<file path="config.mk">
export PLATFORM = sky130hd
export DESIGN_NAME = axi_wr_router
export DESIGN_NICKNAME = d
export VERILOG_FILES = /design/src/rtl/axi_ic_pkg.sv /design/src/rtl/wr_beat_counter.sv /design/src/rtl/axi_wr_router.sv
export SDC_FILE = /design/constraint.sdc
export NUM_CORES = 1
export LEC_CHECK = 0
export ABC_AREA = 1
export CORE_AREA = 2 2 136 138
export CTS_CLUSTER_DIAMETER = 50
export DETAILED_ROUTE_END_ITERATION = 12
export DIE_AREA = 0 0 138 140
export GPL_TIMING_DRIVEN = 0
export PLACE_DENSITY = 0.7
export SLEW_MARGIN = 15
export SYNTH_ARGS = -nofsm -noshare
export SYNTH_HDL_FRONTEND = slang
export SYNTH_SLANG_ARGS = --single-unit
export TNS_END_PERCENT = 100
</file>
<file path="constraint.sdc">
create_clock -name ACLK -period 2.65 [get_ports ACLK]
set_input_delay 0.795 -clock ACLK [delete_from_list [all_inputs] [get_ports ACLK]]
set_output_delay 0.795 -clock ACLK [all_outputs]
set_load 0.01 [all_outputs]
</file>
<file path="src/rtl/axi_ic_pkg.sv">
// Shared types and constants for the AXI interconnect write path.
package axi_ic_pkg;

    // Write-router transaction phases.
    typedef enum logic [1:0] {
        IDLE = 2'd0,
        ADDR = 2'd1,
        DATA = 2'd2,
        RESP = 2'd3
    } wr_state_e;

    // B-channel response codes.
    localparam logic [1:0] OKAY   = 2'b00;
    localparam logic [1:0] SLVERR = 2'b10;

    // Addresses at or above this value belong to slave 2.
    localparam logic [31:0] S1_WINDOW = 32'h0000_0200;

endpackage

</file>
<file path="src/rtl/wr_beat_counter.sv">
// 8-bit saturating W-beat counter with synchronous clear and compare-to-length.
module wr_beat_counter (
    input  logic       clk,
    input  logic       rst_n,
    input  logic       clr,
    input  logic       inc,
    input  logic [7:0] len,
    output logic [7:0] count,
    output logic       match
);

    logic [7:0] count_d;
    logic [7:0] count_q;

    // Next count: clear wins over increment; holds at 255 instead of wrapping.
    always_comb begin
        // NOTE: assign the default first so every path drives count_d and no latch is inferred.
        count_d = count_q;
        if (clr) begin
            count_d = '0;
        end else if (inc && (count_q != 8'hFF)) begin
            count_d = count_q + 8'd1;
        end
    end

    // Count register.
    always_ff @(posedge clk or negedge rst_n) begin
        // NOTE: sequential state uses non-blocking assignments so every flop samples pre-edge values.
        if (!rst_n) begin
            count_q <= '0;
        end else begin
            count_q <= count_d;
        end
    end

    assign count = count_q;
    assign match = (count_q == len);

endmodule

</file>
<file path="src/rtl/axi_wr_router.sv">
// Single-outstanding AXI write router: one master, two slaves, steered by an
// external combinational address decoder.
module axi_wr_router
    import axi_ic_pkg::*;
#(
    parameter int ADDR_W = 32,
    parameter int DATA_W = 32
) (
    input  logic                ACLK,
    input  logic                ARESETn,
    // master AW
    input  logic [ADDR_W-1:0]   m_awaddr,
    input  logic [7:0]          m_awlen,
    input  logic                m_awvalid,
    output logic                m_awready,
    // master W
    input  logic [DATA_W-1:0]   m_wdata,
    input  logic [DATA_W/8-1:0] m_wstrb,
    input  logic                m_wlast,
    input  logic                m_wvalid,
    output logic                m_wready,
    // master B
    output logic [1:0]          m_bresp,
    output logic                m_bvalid,
    input  logic                m_bready,
    // address decoder
    output logic [ADDR_W-1:0]   dec_wr_addr,
    input  logic                dec_s1_sel,
    input  logic                dec_s2_sel,
    input  logic [ADDR_W-1:0]   dec_s1_addr,
    input  logic [ADDR_W-1:0]   dec_s2_addr,
    // slave 1
    output logic [ADDR_W-1:0]   s1_awaddr,
    output logic [7:0]          s1_awlen,
    output logic                s1_awvalid,
    input  logic                s1_awready,
    output logic [DATA_W-1:0]   s1_wdata,
    output logic [DATA_W/8-1:0] s1_wstrb,
    output logic                s1_wlast,
    output logic                s1_wvalid,
    input  logic                s1_wready,
    input  logic [1:0]          s1_bresp,
    input  logic                s1_bvalid,
    output logic                s1_bready,
    // slave 2
    output logic [ADDR_W-1:0]   s2_awaddr,
    output logic [7:0]          s2_awlen,
    output logic                s2_awvalid,
    input  logic                s2_awready,
    output logic [DATA_W-1:0]   s2_wdata,
    output logic [DATA_W/8-1:0] s2_wstrb,
    output logic                s2_wlast,
    output logic                s2_wvalid,
    input  logic                s2_wready,
    input  logic [1:0]          s2_bresp,
    input  logic                s2_bvalid,
    output logic                s2_bready
);

    wr_state_e          state_q, state_d;
    logic [ADDR_W-1:0]  addr_q, addr_d;
    logic [7:0]         len_q, len_d;
    logic               sel_q, sel_d;           // 0: slave 1, 1: slave 2
    logic               latched_q, latched_d;   // decoder result captured
    logic               awvalid_q, awvalid_d;   // AW being offered to the slave
    logic [ADDR_W-1:0]  s1_awaddr_q, s1_awaddr_d;
    logic [ADDR_W-1:0]  s2_awaddr_q, s2_awaddr_d;
    logic               mismatch_q, mismatch_d;
    logic               awready_q, awready_d;

    logic               in_addr, in_data, in_resp;
    logic               aw_hs, w_hs, b_hs;
    logic               sel_awready, sel_wready, sel_bvalid;
    logic [1:0]         sel_bresp;
    logic [7:0]         beat_cnt;
    logic               cnt_match;

    assign in_addr = (state_q == ADDR);
    assign in_data = (state_q == DATA);
    assign in_resp = (state_q == RESP);

    assign sel_awready = sel_q ? s2_awready : s1_awready;
    assign sel_wready  = sel_q ? s2_wready  : s1_wready;
    assign sel_bvalid  = sel_q ? s2_bvalid  : s1_bvalid;
    assign sel_bresp   = sel_q ? s2_bresp   : s1_bresp;

    assign aw_hs = (state_q == IDLE) && m_awvalid && awready_q;
    assign w_hs  = in_data && m_wvalid && sel_wready;
    assign b_hs  = in_resp && sel_bvalid && m_bready;

    wr_beat_counter u_beat_cnt (
        .clk   (ACLK),
        .rst_n (ARESETn),
        .clr   (aw_hs),
        .inc   (w_hs),
        .len   (len_q),
        .count (beat_cnt),
        .match (cnt_match)
    );

    // Next-state and captured-field logic for the transaction FSM.
    always_comb begin
        state_d     = state_q;
        addr_d      = addr_q;
        len_d       = len_q;
        sel_d       = sel_q;
        latched_d   = latched_q;
        awvalid_d   = awvalid_q;
        s1_awaddr_d = s1_awaddr_q;
        s2_awaddr_d = s2_awaddr_q;
        mismatch_d  = mismatch_q;

        case (state_q)
            IDLE: begin
                if (aw_hs) begin
                    addr_d    = m_awaddr;
                    len_d     = m_awlen;
                    latched_d = 1'b0;
                    awvalid_d = 1'b0;
                    state_d   = ADDR;
                end
            end
            ADDR: begin
                if (!latched_q) begin
                    // Decoder has had a full cycle on addr_q; slave 1 wins if both selects are ever set.
                    sel_d     = dec_s2_sel && !dec_s1_sel;
                    latched_d = 1'b1;
                    if (dec_s2_sel && !dec_s1_sel) begin
                        s2_awaddr_d = dec_s2_addr;
                    end else begin
                        s1_awaddr_d = dec_s1_addr;
                    end
                end else if (!awvalid_q) begin
                    awvalid_d = 1'b1;
                end else if (sel_awready) begin
                    awvalid_d = 1'b0;
                    state_d   = DATA;
                end
            end
            DATA: begin
                if (w_hs && m_wlast) begin
                    mismatch_d = !cnt_match;
                    state_d    = RESP;
                end
            end
            RESP: begin
                if (b_hs) begin
                    mismatch_d = 1'b0;
                    state_d    = IDLE;
                end
            end
            default: state_d = IDLE;
        endcase

        awready_d = (state_d == IDLE);
    end

    // State and captured-field registers.
    always_ff @(posedge ACLK or negedge ARESETn) begin
        if (!ARESETn) begin
            state_q     <= IDLE;
            addr_q      <= '0;
            len_q       <= '0;
            sel_q       <= 1'b0;
            latched_q   <= 1'b0;
            awvalid_q   <= 1'b0;
            s1_awaddr_q <= '0;
            s2_awaddr_q <= '0;
            mismatch_q  <= 1'b0;
            awready_q   <= 1'b0;
        end else begin
            state_q     <= state_d;
            addr_q      <= addr_d;
            len_q       <= len_d;
            sel_q       <= sel_d;
            latched_q   <= latched_d;
            awvalid_q   <= awvalid_d;
            s1_awaddr_q <= s1_awaddr_d;
            s2_awaddr_q <= s2_awaddr_d;
            mismatch_q  <= mismatch_d;
            awready_q   <= awready_d;
        end
    end

    // Channel outputs: AW from registers, W and B as zero-latency steering.
    always_comb begin
        dec_wr_addr = addr_q;
        m_awready   = awready_q;

        s1_awaddr   = s1_awaddr_q;
        s2_awaddr   = s2_awaddr_q;
        s1_awlen    = len_q;
        s2_awlen    = len_q;
        s1_awvalid  = in_addr && awvalid_q && !sel_q;
        s2_awvalid  = in_addr && awvalid_q && sel_q;

        m_wready    = in_data && sel_wready;
        s1_wvalid   = in_data && m_wvalid && !sel_q;
        s2_wvalid   = in_data && m_wvalid && sel_q;
        s1_wdata    = (in_data && !sel_q) ? m_wdata : '0;
        s1_wstrb    = (in_data && !sel_q) ? m_wstrb : '0;
        s1_wlast    = in_data && !sel_q && m_wlast;
        s2_wdata    = (in_data && sel_q) ? m_wdata : '0;
        s2_wstrb    = (in_data && sel_q) ? m_wstrb : '0;
        s2_wlast    = in_data && sel_q && m_wlast;

        m_bvalid    = in_resp && sel_bvalid;
        m_bresp     = !in_resp ? OKAY : (mismatch_q ? SLVERR : sel_bresp);
        s1_bready   = in_resp && !sel_q && m_bready;
        s2_bready   = in_resp && sel_q && m_bready;
    end

    // Once saturated inside a burst, the beat count must stay at 255.
    a_cnt_saturates: assert property (@(posedge ACLK) disable iff (!ARESETn)
        (in_data && beat_cnt == 8'hFF) |=> (beat_cnt == 8'hFF));

endmodule

</file>
==> results.md <==
- Status: finished, final reports clean
- Final #Nets: 1258
- Remaining antenna violation count: 0
- Largest net degree at the start of global routing: 63
- Wirelength per Cell: between 15 and 20 um
- Slew Viols, Final: 0
- Peak Freq: just under 400 MHz
- Routed wire length: 20300 um
- CTS hold repair buffers: 0
- Placed Area: approximately 9400 um^2
- Synthesized area: 5540 um^2
- Initial antenna violation count: 0
- Worst Path Arrival: 1790 ps
- CP cell instances: clkdlybuf4s50_1 -> inv_1 -> nor2_1 -> clkdlybuf4s15_1
- Initial DRC count: 185
- DRC viols: 0
- Syn Inst Count: 721
- Main synth FF type: dfrtp_1
- Ports: 355
- Layout area overhead: 79.5%
- Max H-tree Level: 4
- CTS tree: done
- Num rows: 49
- Via count: 5890
- Worst Path Required: 1860 ps
- Die H: between 100 and 150 um
- Final hold violation count: 0
- Tcrit/Tclk final: 97.6%
- Clk sinks: 119
- Seq cells post-synth: 119
- Maxcap violations: 0
- Max Clock Skew: 8.48 ps
- Power per cell area: around 1000 nW/um^2
- Crit-path max FO: 3
- Rel. slew slack: between 60% and 70%
- Final instance area: 9940 um^2
- Final setup viols: 0
- Max clock buf depth: 2
- Worst Tran Pin Value: 558 ps
- Avg Inst Size Synth: around 7.7 um^2
- EDFF count, synth: 0
- Post-synth net total: around 900
- Synth warn: 0
- CP peak stage delay: about 500 ps
- Starting Density: 31.2%
- Asr flop ratio synth: 100%
- First-pass GRT wire length: roughly 32000 um
- RD Place Congestion: 0.942
- Die width: between 100 and 150 um
- CP startpoint kind: input pin
- Finished Core Util: roughly 56%
- Final min period: 2590 ps
- Layout cells sized above 1: 9.35%
- Crit. End Element: output pin
- Total track usage: between 20% and 30%
- Vias in the first global route: 6014
- CTS Buf Count: 17
- Worst hold path type: in -> async
- Number of diodes: 0
- Core area: 17800 um^2
- Slowest cell on the critical path: clkdlybuf4s50_1
- 1st-pass router iterations: 4
- Routed vias/inst: 4.39
- Reg clk slew, reported paths: 60 ps
- WS Path Type: in -> out
- Netlist cell types: 25
- Congestion Overflow GR: 0
- Final HPWL DP: approximately 16000 um
- Clk_lat worst skew: 410 ps
- Root buffer cell: clkbuf_16
- Port Buffers: 354
- Register area share after synthesis: 53.8%
- Static Leak: 5.18 nW
- Die Area: 19300 um^2
- Maximum vdd drop: 0.582 mV
==> metrics by stage <==
stage	TNS, ps	hold WS [ps]	setup slack [ps]	instances	power [mW]
2_1_floorplan	0	499	606	721	4.84
3_3_place_gp	-488090	452	-4030	1304	7.48
3_5_place_dp	-10710	457	-315	1305	7.55
4_1_cts	0	367	2.37	1341	10.0
5_1_grt	-5.38	377	-2.09	1341	10.5
6_report	0	347	62.6	1341	9.92
==> report_power, final <==
part           total [mW]  switching, mW  leakage (nW)  internal [mW]
clock                2.53          0.837         0.308           1.70
sequential           3.02          0.474          1.53           2.54
combinational        4.37           2.07          3.34           2.30
total                9.92           3.38          5.18           6.54
==> worst paths after layout <==
kind                                         to     startpoint  slack, ps  depth (start not counted)
worst max-delay path                  s2_wvalid       m_wvalid         60                          4
worst min-delay path               s1_awaddr[8]        ARESETn        350                          1
worst max register to register  dec_wr_addr[26]     state_q[1]        910                          7
worst min register to register    s2_awaddr[28]  s2_awaddr[28]        470                          2
max in group asynchronous        dec_wr_addr[8]        ARESETn       1600                          2
min in group ACLK                 s2_awaddr[28]  s2_awaddr[28]        470                          2
==> logic make-up after synthesis <==
| logic type | Yosys count | share of synthesized area [%] |
|---|---|---|
| compound gates | 45 | 4.22 |
| xor+xnor | 11 | 1.74 |
| fa+ha+maj | 1 | 0.226 |
| buf+inv | 130 | 9.83 |
| flops | 119 | 53.8 |
| mux | 1 | 0.203 |
| simple gates | 414 | 30.0 |
==> area by class of cell <==
cell class                 instances  area [um^2]
fill                            1642         7840
timing repair buffer             359         3430
sequential                       119         2980
multi-input combinational        472         2030
clock buffer                      21          450
inverter                          89          337
tap                              229          287
buffer                            41          230
clock inverter                    11          196
==> flip-flops by register name, indices dropped and copies added, names as in the netlist <==
name and count:
s2_awaddr 32, state_q 2, awvalid_q 1, s1_awlen 8, dec_wr_addr 32, u_beat_cnt.count 8
sel_q 1, latched_q 1, m_awready 1, mismatch_q 1, s1_awaddr 32
==> metal layers <==
metal	up-vias	track usage [%]	wire, um
met5	-	0	0
met4	0	8.32	592
met3	39	7.49	1870
met2	259	38.7	10600
met1	2663	21.4	7250
li1	2929	-	-
==> synthesized netlist by cell type, types with 2 or more instances <==
master	instances	area share (%)
buf_2	21	1.9
nand4_1	5	0.56
nand2_1	269	18
o21ai_1	32	2.9
inv_1	85	5.8
dfrtp_1	119	54
clkbuf_1	12	0.81
nor2_1	89	6.0
nand3_1	39	3.5
o21ai_0	7	0.63
buf_4	8	1.1
nor2_4	4	0.81
inv_2	4	0.27
xnor2_1	8	1.3
xor2_1	3	0.47
a21oi_1	3	0.27
nand3b_1	2	0.27
nor3_1	4	0.36
==> placed cells by master, fill, tap and decap left out, types with 2 or more instances in the layout <==
master,netlist,layout
nor3_1,4,4
clkinv_4,0,2
clkbuf_2,0,23
buf_4,8,17
nand3_1,39,39
o21ai_0,7,6
clkinvlp_4,0,2
o21ai_1,32,33
dfrtp_1,119,118
clkdlybuf4s50_1,0,269
clkbuf_16,0,17
xnor2_1,8,8
clkbuf_1,12,13
buf_2,21,16
nand2_1,269,269
clkdlybuf4s15_1,0,18
bufinv_16,0,5
nor2_4,4,5
nand3b_1,2,2
a21oi_1,3,2
clkbuf_4,0,2
inv_1,85,85
inv_2,4,3
dlygate4sd2_1,0,43
nand4_1,5,5
xor2_1,3,3
nor2_1,89,88
==> repair_timing <==
action                                  CTS  global route
buffers inserted                          4             0
gates resized for setup                 105            64
pin swaps                                 0             1
endpoints found under the setup margin   83            46
==> critical path: cells and delay by family <==
family / cells / cell delay (ps)
and+or+nand+nor: 1 / 150
buffers and inverters: 3 / 850
Power figures use the tool's default switching activity.
